**src/rtl/exe_stage_pkg.sv**
```systemverilog
// rtl/exe_stage_pkg.sv - bus widths, ALU/divider encodings and bus layouts for the execute stage
package exe_stage_pkg;

  localparam int DS_TO_ES_BUS_WD = 151;
  localparam int ES_TO_MS_BUS_WD = 71;
  localparam int ES_TO_DS_BUS_WD = 38;

  localparam int ALU_ADD  = 0;
  localparam int ALU_SUB  = 1;
  localparam int ALU_SLT  = 2;
  localparam int ALU_SLTU = 3;
  localparam int ALU_AND  = 4;
  localparam int ALU_NOR  = 5;
  localparam int ALU_OR   = 6;
  localparam int ALU_XOR  = 7;
  localparam int ALU_SLL  = 8;
  localparam int ALU_SRL  = 9;
  localparam int ALU_SRA  = 10;
  localparam int ALU_LUI  = 11;

  localparam int DIV_EN     = 2;
  localparam int DIV_SIGNED = 1;
  localparam int DIV_REM    = 0;

  localparam logic [1:0] DIV_IDLE = 2'd0;
  localparam logic [1:0] DIV_BUSY = 2'd1;
  localparam logic [1:0] DIV_DONE = 2'd2;

  typedef struct packed {
    logic [2:0]  div_op;
    logic [11:0] alu_op;
    logic        res_from_mem;
    logic        gr_we;
    logic        mem_we;
    logic [4:0]  dest;
    logic [31:0] src1;
    logic [31:0] src2;
    logic [31:0] rkd_value;
    logic [31:0] pc;
  } ds_bus_t;

  typedef struct packed {
    logic        res_from_mem;
    logic        gr_we;
    logic [4:0]  dest;
    logic [31:0] alu_result;
    logic [31:0] pc;
  } es_bus_t;

  // alu_op is one-hot, so the masked results can simply be OR-ed together
  function automatic logic [31:0] alu_eval(input logic [11:0] op, input logic [31:0] a,
                                           input logic [31:0] b);
    logic [31:0] r;
    logic [4:0]  sh;
    sh = b[4:0];
    r  = '0;
    r  = r | ({32{op[ALU_ADD]}}  & (a + b));
    r  = r | ({32{op[ALU_SUB]}}  & (a - b));
    r  = r | ({32{op[ALU_SLT]}}  & {31'd0, $signed(a) < $signed(b)});
    r  = r | ({32{op[ALU_SLTU]}} & {31'd0, a < b});
    r  = r | ({32{op[ALU_AND]}}  & (a & b));
    r  = r | ({32{op[ALU_NOR]}}  & ~(a | b));
    r  = r | ({32{op[ALU_OR]}}   & (a | b));
    r  = r | ({32{op[ALU_XOR]}}  & (a ^ b));
    r  = r | ({32{op[ALU_SLL]}}  & (a << sh));
    r  = r | ({32{op[ALU_SRL]}}  & (a >> sh));
    r  = r | ({32{op[ALU_SRA]}}  & $unsigned($signed(a) >>> sh));
    r  = r | ({32{op[ALU_LUI]}}  & b);
    return r;
  endfunction

endpackage

```
**src/rtl/exe_stage_if.sv**
```systemverilog
// rtl/exe_stage_if.sv - decode/exe/mem pipeline handshake and bus bundle
interface exe_stage_if;
  import exe_stage_pkg::*;

  logic                       ds_to_es_valid;
  logic [DS_TO_ES_BUS_WD-1:0] ds_to_es_bus;
  logic                       es_allowin;
  logic                       es_to_ms_valid;
  logic [ES_TO_MS_BUS_WD-1:0] es_to_ms_bus;
  logic                       ms_allowin;
  logic [ES_TO_DS_BUS_WD-1:0] es_to_ds_bus;

  modport master (
    input  ds_to_es_valid, ds_to_es_bus, ms_allowin,
    output es_allowin, es_to_ms_valid, es_to_ms_bus, es_to_ds_bus
  );

  modport slave (
    output ds_to_es_valid, ds_to_es_bus, ms_allowin,
    input  es_allowin, es_to_ms_valid, es_to_ms_bus, es_to_ds_bus
  );
endinterface

```
**src/rtl/exe_stage_div.sv**
```systemverilog
// rtl/exe_stage_div.sv - iterative restoring 32-bit divider (exe_div), built only with EXE_DIV_EN
`ifdef EXE_DIV_EN
module exe_div
  import exe_stage_pkg::*;
(
  input  logic        clk,
  input  logic        reset,
  input  logic        start,
  input  logic [31:0] dividend,
  input  logic [31:0] divisor,
  input  logic        is_signed,
  input  logic        ack,
  output logic        done,
  output logic [31:0] quotient,
  output logic [31:0] remainder
);

  logic [1:0]  state;
  logic [5:0]  cnt;
  logic [63:0] part;
  logic [31:0] dvsr;
  logic        q_neg;
  logic        r_neg;
  logic        div_zero;
  logic [31:0] quo_r;
  logic [31:0] rem_r;

  logic [32:0] hi;
  logic [31:0] sub;
  logic        fits;
  logic [63:0] part_next;

  // hi keeps bit 32 so a remainder close to a large divisor is not truncated by the shift
  always_comb begin
    hi        = part[63:31];
    fits      = hi >= {1'b0, dvsr};
    sub       = hi[31:0] - dvsr;
    part_next = fits ? {sub, part[30:0], 1'b1} : {hi[31:0], part[30:0], 1'b0};
  end

  always_ff @(posedge clk) begin
    if (reset) begin
      state    <= DIV_IDLE;
      cnt      <= '0;
      part     <= '0;
      dvsr     <= '0;
      q_neg    <= 1'b0;
      r_neg    <= 1'b0;
      div_zero <= 1'b0;
      quo_r    <= '0;
      rem_r    <= '0;
    end else begin
      case (state)
        DIV_IDLE: if (start) begin
          dvsr     <= (is_signed && divisor[31]) ? -divisor : divisor;
          part     <= {32'd0, (is_signed && dividend[31]) ? -dividend : dividend};
          q_neg    <= is_signed & (dividend[31] ^ divisor[31]);
          r_neg    <= is_signed & dividend[31];
          div_zero <= (divisor == 32'd0);
          cnt      <= '0;
          state    <= DIV_BUSY;
        end
        DIV_BUSY: if (cnt == 6'd32) begin
          // final cycle applies the sign fixup; results then stay frozen through DONE
          quo_r <= div_zero ? 32'hFFFF_FFFF : (q_neg ? -part[31:0] : part[31:0]);
          rem_r <= r_neg ? -part[63:32] : part[63:32];
          state <= DIV_DONE;
        end else begin
          part <= part_next;
          cnt  <= cnt + 6'd1;
        end
        DIV_DONE: if (ack) state <= DIV_IDLE;
        default:  state <= DIV_IDLE;
      endcase
    end
  end

  assign done      = (state == DIV_DONE);
  assign quotient  = quo_r;
  assign remainder = rem_r;

endmodule
`endif

```
**src/rtl/exe_stage.sv**
```systemverilog
// rtl/exe_stage.sv - pipeline execute stage: ALU, optional divider (EXE_DIV_EN), SRAM request, hazard bus
module exe_stage
  import exe_stage_pkg::*;
(
  input  logic        clk,
  input  logic        reset,
  exe_stage_if.master pipe,
  output logic        data_sram_en,
  output logic [3:0]  data_sram_we,
  output logic [31:0] data_sram_addr,
  output logic [31:0] data_sram_wdata
);

  logic        es_valid;
  ds_bus_t     es_bus;
  logic        es_ready_go;
  logic        es_allowin;
  logic        div_en;
  logic        div_blk;
  logic [31:0] div_result;
  logic [31:0] alu_out;
  logic [31:0] alu_result;
  es_bus_t     ms_bus;

  assign div_en     = es_bus.div_op[DIV_EN];
  assign es_allowin = !es_valid | (es_ready_go & pipe.ms_allowin);

  always_ff @(posedge clk) begin
    if (reset)           es_valid <= 1'b0;
    else if (es_allowin) es_valid <= pipe.ds_to_es_valid;
  end

  always_ff @(posedge clk) begin
    if (reset)                                   es_bus <= '0;
    else if (pipe.ds_to_es_valid && es_allowin)  es_bus <= pipe.ds_to_es_bus;
  end

`ifdef EXE_DIV_EN
  logic        div_done;
  logic [31:0] div_quo;
  logic [31:0] div_rem;

  exe_div u_div (
    .clk       (clk),
    .reset     (reset),
    .start     (es_valid & div_en),
    .dividend  (es_bus.src1),
    .divisor   (es_bus.src2),
    .is_signed (es_bus.div_op[DIV_SIGNED]),
    .ack       (es_valid & pipe.ms_allowin),
    .done      (div_done),
    .quotient  (div_quo),
    .remainder (div_rem)
  );

  assign es_ready_go = !div_en | div_done;
  assign div_result  = es_bus.div_op[DIV_REM] ? div_rem : div_quo;
  assign div_blk     = div_en & !div_done;
`else
  logic unused_div_bits;
  assign unused_div_bits = ^es_bus.div_op[DIV_SIGNED:DIV_REM];
  assign es_ready_go     = 1'b1;
  assign div_result      = 32'd0;
  assign div_blk         = 1'b0;
`endif

  assign alu_out    = alu_eval(es_bus.alu_op, es_bus.src1, es_bus.src2);
  assign alu_result = div_en ? div_result : alu_out;

  assign ms_bus.res_from_mem = es_bus.res_from_mem;
  assign ms_bus.gr_we        = es_bus.gr_we;
  assign ms_bus.dest         = es_bus.dest;
  assign ms_bus.alu_result   = alu_result;
  assign ms_bus.pc           = es_bus.pc;

  assign pipe.es_allowin     = es_allowin;
  assign pipe.es_to_ms_valid = es_valid & es_ready_go;
  assign pipe.es_to_ms_bus   = ms_bus;

  // a load or an unfinished divide cannot be forwarded yet, so decode must stall on a match
  assign pipe.es_to_ds_bus = {es_valid & (es_bus.res_from_mem | div_blk),
                              (es_valid & es_bus.gr_we) ? es_bus.dest : 5'd0,
                              alu_result};

  // request goes out only in the cycle the instruction moves into MEM
  assign data_sram_en    = es_valid & pipe.ms_allowin & (es_bus.res_from_mem | es_bus.mem_we);
  assign data_sram_we    = {4{es_valid & pipe.ms_allowin & es_bus.mem_we}};
  assign data_sram_addr  = alu_result;
  assign data_sram_wdata = es_bus.rkd_value;

endmodule

```
**src/flat_wrapper.sv**
```systemverilog
// flat-port wrapper written by rule: the top's interface ports become plain ports
module exe_stage_flat import exe_stage_pkg::*;
  (clk, reset, data_sram_en, data_sram_we, data_sram_addr, data_sram_wdata, pipe_ds_to_es_valid, pipe_ds_to_es_bus, pipe_ms_allowin, pipe_es_allowin, pipe_es_to_ms_valid, pipe_es_to_ms_bus, pipe_es_to_ds_bus);
  exe_stage_if pipe_i ();
  input  logic clk;
  input  logic reset;
  output logic data_sram_en;
  output logic [3:0] data_sram_we;
  output logic [31:0] data_sram_addr;
  output logic [31:0] data_sram_wdata;
  input wire logic [$bits(pipe_i.ds_to_es_valid)-1:0] pipe_ds_to_es_valid;
  input wire logic [$bits(pipe_i.ds_to_es_bus)-1:0] pipe_ds_to_es_bus;
  input wire logic [$bits(pipe_i.ms_allowin)-1:0] pipe_ms_allowin;
  output wire logic [$bits(pipe_i.es_allowin)-1:0] pipe_es_allowin;
  output wire logic [$bits(pipe_i.es_to_ms_valid)-1:0] pipe_es_to_ms_valid;
  output wire logic [$bits(pipe_i.es_to_ms_bus)-1:0] pipe_es_to_ms_bus;
  output wire logic [$bits(pipe_i.es_to_ds_bus)-1:0] pipe_es_to_ds_bus;
  assign pipe_i.ds_to_es_valid = pipe_ds_to_es_valid;
  assign pipe_i.ds_to_es_bus = pipe_ds_to_es_bus;
  assign pipe_i.ms_allowin = pipe_ms_allowin;
  assign pipe_es_allowin = pipe_i.es_allowin;
  assign pipe_es_to_ms_valid = pipe_i.es_to_ms_valid;
  assign pipe_es_to_ms_bus = pipe_i.es_to_ms_bus;
  assign pipe_es_to_ds_bus = pipe_i.es_to_ds_bus;
  exe_stage u_core (.clk(clk), .reset(reset), .pipe(pipe_i), .data_sram_en(data_sram_en), .data_sram_we(data_sram_we), .data_sram_addr(data_sram_addr), .data_sram_wdata(data_sram_wdata));
endmodule
```
**config.mk**
```make
export PLATFORM = sky130hd
export DESIGN_NAME = exe_stage_flat
export DESIGN_NICKNAME = d
export VERILOG_FILES = /design/src/rtl/exe_stage_pkg.sv /design/src/rtl/exe_stage_if.sv /design/src/rtl/exe_stage_div.sv /design/src/rtl/exe_stage.sv /design/src/flat_wrapper.sv
export SDC_FILE = /design/constraint.sdc
export NUM_CORES = 1
export LEC_CHECK = 0
export ABC_AREA = 1
export CAP_MARGIN = 20
export CORE_MARGIN = 10
export CORE_UTILIZATION = 41
export CTS_BUF_LIST = sky130_fd_sc_hd__clkbuf_2 sky130_fd_sc_hd__clkbuf_4 sky130_fd_sc_hd__clkbuf_8
export DETAILED_ROUTE_END_ITERATION = 6
export MAX_ROUTING_LAYER = met4
export PLACE_DENSITY_LB_ADDON = 0.15
export RECOVER_POWER = 100
export SLEW_MARGIN = 20
export SYNTH_ARGS = -nofsm -noshare
export SYNTH_HDL_FRONTEND = slang
export SYNTH_HIERARCHICAL = 1
export SYNTH_SLANG_ARGS = --single-unit
```
**constraint.sdc**
```tcl
create_clock -name clk -period 4.23 [get_ports clk]
set_input_delay 0.846 -clock clk [delete_from_list [all_inputs] [get_ports clk]]
set_output_delay 0.846 -clock clk [all_outputs]
set_load 0.01 [all_outputs]
```
Word-level counts from Yosys, hierarchy flattened
Cells that the tools add are included.
- bitwise operators: 34
- reductions and logical operators: 2
- shifts and indexed selects: 3
- order comparisons: 2
- muxes and demuxes: 2
- $add $sub $neg: 2
- operators with widths (kind ; count):
    OR 32 bit ; 12
    bitwise AND 32 bit ; 11
    bitwise AND 32 x 1 -> 32 bit ; 2
    < comparator 32 bit ; 2
    adder 32 bit ; 1
    two-way mux 32 bit ; 1
    inverter 32 bit ; 1
    left shift 32 x 5 -> 32 bit ; 1
    right shift 32 x 5 -> 32 bit ; 1
    >>> shifter 32 x 5 -> 32 bit ; 1
    subtractor 32 bit ; 1
    XOR 32 bit ; 1
    bitwise AND 1 bit ; 5
    two-way mux 5 bit ; 1
    OR 1 bit ; 2
    logical AND 1 bit ; 1
    zero test 1 bit ; 1
- flip-flop bits (word level): 152
- bits of input ports: 155
- output and inout port bits: 180
- word-level logic and storage cells: 56

Logic depth before layout (Yosys ltp)
- depth after elaboration: 14
- gate-level depth with buffers: 20
- gate-level depth less buffers: 17

Worst setup path before layout
OpenSTA, ideal clock, no wires.
- path kind: register to output
- start point: reg u_core/es_bus[67] (netlist bit)
- end point: out pipe_es_to_ds_bus[9]
- data required time: 3.384 ns
- buffers on the path: 4
- path slack: 0.838 ns
- data arrival time: 2.546 ns
- stages on the path, launching flop included: 16
- cells stage by stage: dfxtp_1 > inv_2 > buf_2 > buf_1 > ha_1 > clkbuf_2 > nor2_1 > nand3_1 > nand3_1 > nand2_1 > nand2_1 > nor2_1 > o21ai_0 > nor2_1 > a21oi_1 > buf_4
- longest elaborated chain between the ends: 14
- elaborated cells between the ends (all ways): 22
- those cells by class: add/sub: 2; shift: 3; mux: 1; bitwise: 16
- ends and longest elaborated chain (item ; RTL line ; RTL):
    from (decl) ; exe_stage.sv:15 ; ds_bus_t es_bus;
    from (signal assigned) ; exe_stage.sv:35 ; else if (pipe.ds_to_es_valid && es_allowin) es_bus <= pipe.ds_to_es_bus;
    adder 32 bit / subtractor 32 bit (equally long branches) ; exe_stage_pkg.sv:57, exe_stage_pkg.sv:58 ;
    bitwise AND 32 bit (on tied branches) ; exe_stage_pkg.sv:57, exe_stage_pkg.sv:58 ;
    OR 32 bit ; exe_stage_pkg.sv:58 ; r = r | ({32{op[ALU_SUB]}} & (a - b));
    OR 32 bit ; exe_stage_pkg.sv:59 ; r = r | ({32{op[ALU_SLT]}} & {31'd0, $signed(a) < $signed(b)});
    OR 32 bit ; exe_stage_pkg.sv:60 ; r = r | ({32{op[ALU_SLTU]}} & {31'd0, a < b});
    OR 32 bit ; exe_stage_pkg.sv:61 ; r = r | ({32{op[ALU_AND]}} & (a & b));
    OR 32 bit ; exe_stage_pkg.sv:62 ; r = r | ({32{op[ALU_NOR]}} & ~(a | b));
    OR 32 bit ; exe_stage_pkg.sv:63 ; r = r | ({32{op[ALU_OR]}} & (a | b));
    OR 32 bit ; exe_stage_pkg.sv:64 ; r = r | ({32{op[ALU_XOR]}} & (a ^ b));
    OR 32 bit ; exe_stage_pkg.sv:65 ; r = r | ({32{op[ALU_SLL]}} & (a << sh));
    OR 32 bit ; exe_stage_pkg.sv:66 ; r = r | ({32{op[ALU_SRL]}} & (a >> sh));
    OR 32 bit * ; exe_stage_pkg.sv:67 ; r = r | ({32{op[ALU_SRA]}} & $unsigned($signed(a) >>> sh));
    OR 32 bit * ; exe_stage_pkg.sv:68 ; r = r | ({32{op[ALU_LUI]}} & b);
    two-way mux 32 bit * ; exe_stage.sv:68 ; assign alu_result = div_en ? div_result : alu_out;
    to (decl) ; flat_wrapper.sv:17 ; output wire logic [$bits(pipe_i.es_to_ds_bus)-1:0] pipe_es_to_ds_bus;
Every way passes the cells marked *; elsewhere a longest branch is shown, timed or not.

Worst setup path after layout
- start point: reg u_core/es_bus[66] (netlist bit)
- end point: out data_sram_addr[23]
- longest elaborated chain between the ends: 14
- elaborated cells between the ends (all ways): 22
- those cells by class: add/sub: 2; shift: 3; mux: 1; bitwise: 16
- ends and longest elaborated chain (item ; RTL line ; RTL):
    adder 32 bit / subtractor 32 bit (equally long branches) ; exe_stage_pkg.sv:57, exe_stage_pkg.sv:58 ;
    bitwise AND 32 bit (on tied branches) ; exe_stage_pkg.sv:57, exe_stage_pkg.sv:58 ;
    OR 32 bit ; exe_stage_pkg.sv:58 ;
    OR 32 bit ; exe_stage_pkg.sv:59 ;
    OR 32 bit ; exe_stage_pkg.sv:60 ;
    OR 32 bit ; exe_stage_pkg.sv:61 ;
    OR 32 bit ; exe_stage_pkg.sv:62 ;
    OR 32 bit ; exe_stage_pkg.sv:63 ;
    OR 32 bit ; exe_stage_pkg.sv:64 ;
    OR 32 bit ; exe_stage_pkg.sv:65 ;
    OR 32 bit ; exe_stage_pkg.sv:66 ;
    OR 32 bit * ; exe_stage_pkg.sv:67 ;
    OR 32 bit * ; exe_stage_pkg.sv:68 ;
    two-way mux 32 bit * ; exe_stage.sv:68 ;
    to (decl) ; flat_wrapper.sv:9 ; output logic [31:0] data_sram_addr;
Marked as above.

==> impl_metrics.yaml <==
detailed_routing:
  drc_errors: 0
  ant_nets: 0
  routed-via-count: 20900
  vias_per_cell: 5.65
  drt_first_pass_iters: 6
  drt-initial-drc-count: 2574
  wire_per_inst_um: 22.9
  wl_um: 84700
place:
  io_buffers: 332
  gp_congestion: 1.08
  placed_cell_area_um2: 20000
  dp_cells: 3656
  dpl.hpwl_um: 68500
sta:
  rsz0062_at_grt: "yes"
  holdWs_ps: 466
  finClkSkew_ps: 9.98
  setup_viol: 0
  worstMarginPinSlew_ps: 1430
  period_needed_ps: 4140
  fmax_ghz: 0.242
  final_max_slew_viol_count: 0
  period_share_pct: 97.8
  relSlewSlack_pct: 4.90
  finalHoldViolCount: 0
synth:
  synth_area_um2: 16900
  synth_seq_cells: 150
  avgSynthCellArea_um2: 5.68
  synth_edf_count: 0
  syn-num-nets: 3227
  synthArstFlopShare_pct: 0
  synth_seq_area_share_pct: 17.8
  syn-instance-count: 2973
  yosys_warnings: 6
  synth_cell_types: 49
  synth_ff_type: "dfxtp_1"
power_and_ir_drop:
  combPwrFrac_pct: 57.0
  p_int_uw: 3440
  switching_share_pct: 47.1
  p_leak_uw: 0.0106
  p_clk_share_pct: 18.4
  p_total_uw: 6500
  powerDensity_nw_per_um2: 308
  ir_drop_uv: 238
  sequentialPowerShare_pct: 24.6
  p_switching_uw: 3070
run:
  maxCapViolations: 0
final_layout:
  final_cell_area_um2: 21100
  drive_gt1_share_pct: 10.4
  synthToLayoutAreaGrowth_pct: 24.9
  final_cells: 3699
  fill_cells: 4338
  final_core_util_pct: 51.8
  nets: 3406
  layout_common_cells: "nand2_1, nand3_1, inv_1"
  layout_commonest_cell: "nand2_1"
cts:
  cts.sinks: 150
  clkTransAtPathRegs_ps: 90
  cts-root-buf: "clkbuf_8"
  postCtsHoldBufs: 0
  htreeDepth: 4
  cts_buffer_depth: 2
  cts_buffers: 17
  worstSkewPairLatency_ps: 520
  cts_tree: "done"
setup_path:
  worstRegToRegCells: 5
  r2r_end: "u_core/es_bus[77]"
  critPathKind: "register to primary output"
  reg2reg_slack_ps: 770
  setup.worst_path.end: "data_sram_addr[23]"
  cp.arrival_ps: 3290
  cp_max_fo: 22
  start_kind: "register"
  cp-startpoint: "u_core/es_bus[66]"
  r2r_start: "u_core/pipe.es_to_ms_valid"
  endpoint_kind: "primary output"
  cp.required_ps: 3380
floorplanning:
  die_h_um: 223
  rows: 74
  num_io_pins: 335
  die-area_um2: 49700
  placeableCoreArea_um2: 40700
  initial_utilization_pct: 41.4
  die_x_um: 223
global_route:
  grt_pass1_vias: 19300
  track_usage_pct: 33.1
  antenna_found_initial: 2
  grt_max_degree: 92
  grt_pass1_wl_um: 122000
  grt_remaining_overflow: 0
min_path:
  hold_path.class: "register to register"
outcome:
  status: "finished, final reports clean"
repair_timing:
action | 4_1_cts | 5_1_grt
resized for setup | 96 | 129
gates cloned | 0 | 1
pin swaps | 2 | 10
buffers inserted | 1 | 7
endpoints found under the hold margin | 0 | 0
setup endpoints to repair | 87 | 74
worst max-delay path, stage by stage (launching register included):
cell,delay (ps)
dfxtp_2,390
inv_4,100
buf_12,170
ha_1,270
inv_1,110
nand3_2,140
nand2_1,120
nand2_1,100
buf_4,170
nand2_2,130
nand3_1,90
nand2_1,60
nand3_1,60
nand3_1,110
nand2_1,50
inv_1,130
clkdlybuf4s50_1,560
registers in the layout (all words and copies together) (netlist names):
name,count
u_core/data_sram_wdata,32
u_core/div_en,1
u_core/es_bus,77
u_core/pipe.es_to_ms_bus,39
u_core/pipe.es_to_ms_valid,1
cell usage after synthesis (3+ instances only):
library cell	instances	area, µm²
a211oi_1	84	631
a21oi_1	151	756
a221oi_1	3	26.3
a31oi_1	5	31.3
and2_1	5	31.3
and3_1	3	18.8
buf_1	10	37.5
buf_2	67	335
buf_4	145	1090
buf_6	8	90.1
clkbuf_1	58	218
clkbuf_2	5	25.0
clkinv_1	4	15.0
dfxtp_1	150	3000
ha_1	97	1210
inv_1	354	1330
inv_2	9	33.8
nand2_1	882	3310
nand2_2	21	131
nand2_4	5	56.3
nand3_1	451	2260
nand3_2	3	30.0
nand4_1	15	93.8
nor2_1	270	1010
nor2_2	7	43.8
nor3_1	18	90.1
o2111ai_1	6	52.6
o211a_1	3	30.0
o211ai_1	16	120
o21ai_0	56	280
o21ai_1	15	75.1
o21bai_1	5	37.5
o221ai_1	12	105
o22ai_1	10	62.6
final cells by class:
cell class              count  area, µm²  share of cell area (%)
diodes                      2       5.00                  0.0237
clock buffers              20        263                    1.25
clock inverters            12        135                   0.641
inverters                 369       1400                    6.66
multi-input cells        2159      11200                    53.0
flip-flops and latches    150       3050                    14.5
well taps                 532        666                    3.16
repair buffers            455       4390                    20.8
through the flow:
stage,TNS (ps),setup WS (ps)
after detailed placement,0,251
after CTS,0,1.56
after global placement,0,255
after floorplan,0,838
final,0,93.3
after global routing,-38.8,-26.0
power groups by stage:
stage                     combinational (µW)  sequential [µW]  clock [µW]
final                                   3710             1600        1190
after floorplan                         2140             1610           0
after CTS                               3560             1600        1220
after global routing                    3970             1610        1260
after global placement                  3540             1620           0
after detailed placement                3550             1630           0
layer usage:
metal	up-vias	track usage, %	share of wire, %	wire, µm
met5	-	-	0	0
met4	0	12.2	4.1	3520
met3	194	8.73	11	8980
met2	1225	51.6	45	37800
met1	9680	40.3	41	34500
li1	9797	-	-	-
cell families after synthesis:
logic type / count (synthesis) / share of synthesized area [%]
xor gates and xnor gates: 2 / 0.104
AOI/OAI and AO/OA: 370 / 13.3
DFF: 150 / 17.8
buffers and inverters: 664 / 19.1
adders and majority gates: 99 / 7.43
and+or+nand+nor: 1688 / 42.3
how the worst min path moves through the flow:
| stage | from | end | slack (ps) | cells after the start |
|---|---|---|---|---|
| after CTS | u_core/pipe.es_to_ms_bus[8] | u_core/pipe.es_to_ms_bus[8] | 470 | 2 |
| after global routing | u_core/pipe.es_to_ms_bus[30] | u_core/pipe.es_to_ms_bus[30] | 480 | 2 |
| after detailed placement | u_core/pipe.es_to_ms_bus[15] | u_core/pipe.es_to_ms_bus[15] | 460 | 2 |
| after floorplan | u_core/es_bus[138] | u_core/es_bus[138] | 440 | 2 |
| after global placement | u_core/pipe.es_to_ms_bus[9] | u_core/pipe.es_to_ms_bus[9] | 450 | 2 |
| final | u_core/pipe.es_to_ms_bus[8] | u_core/pipe.es_to_ms_bus[8] | 470 | 2 |
Power figures use the tool's default switching activity.
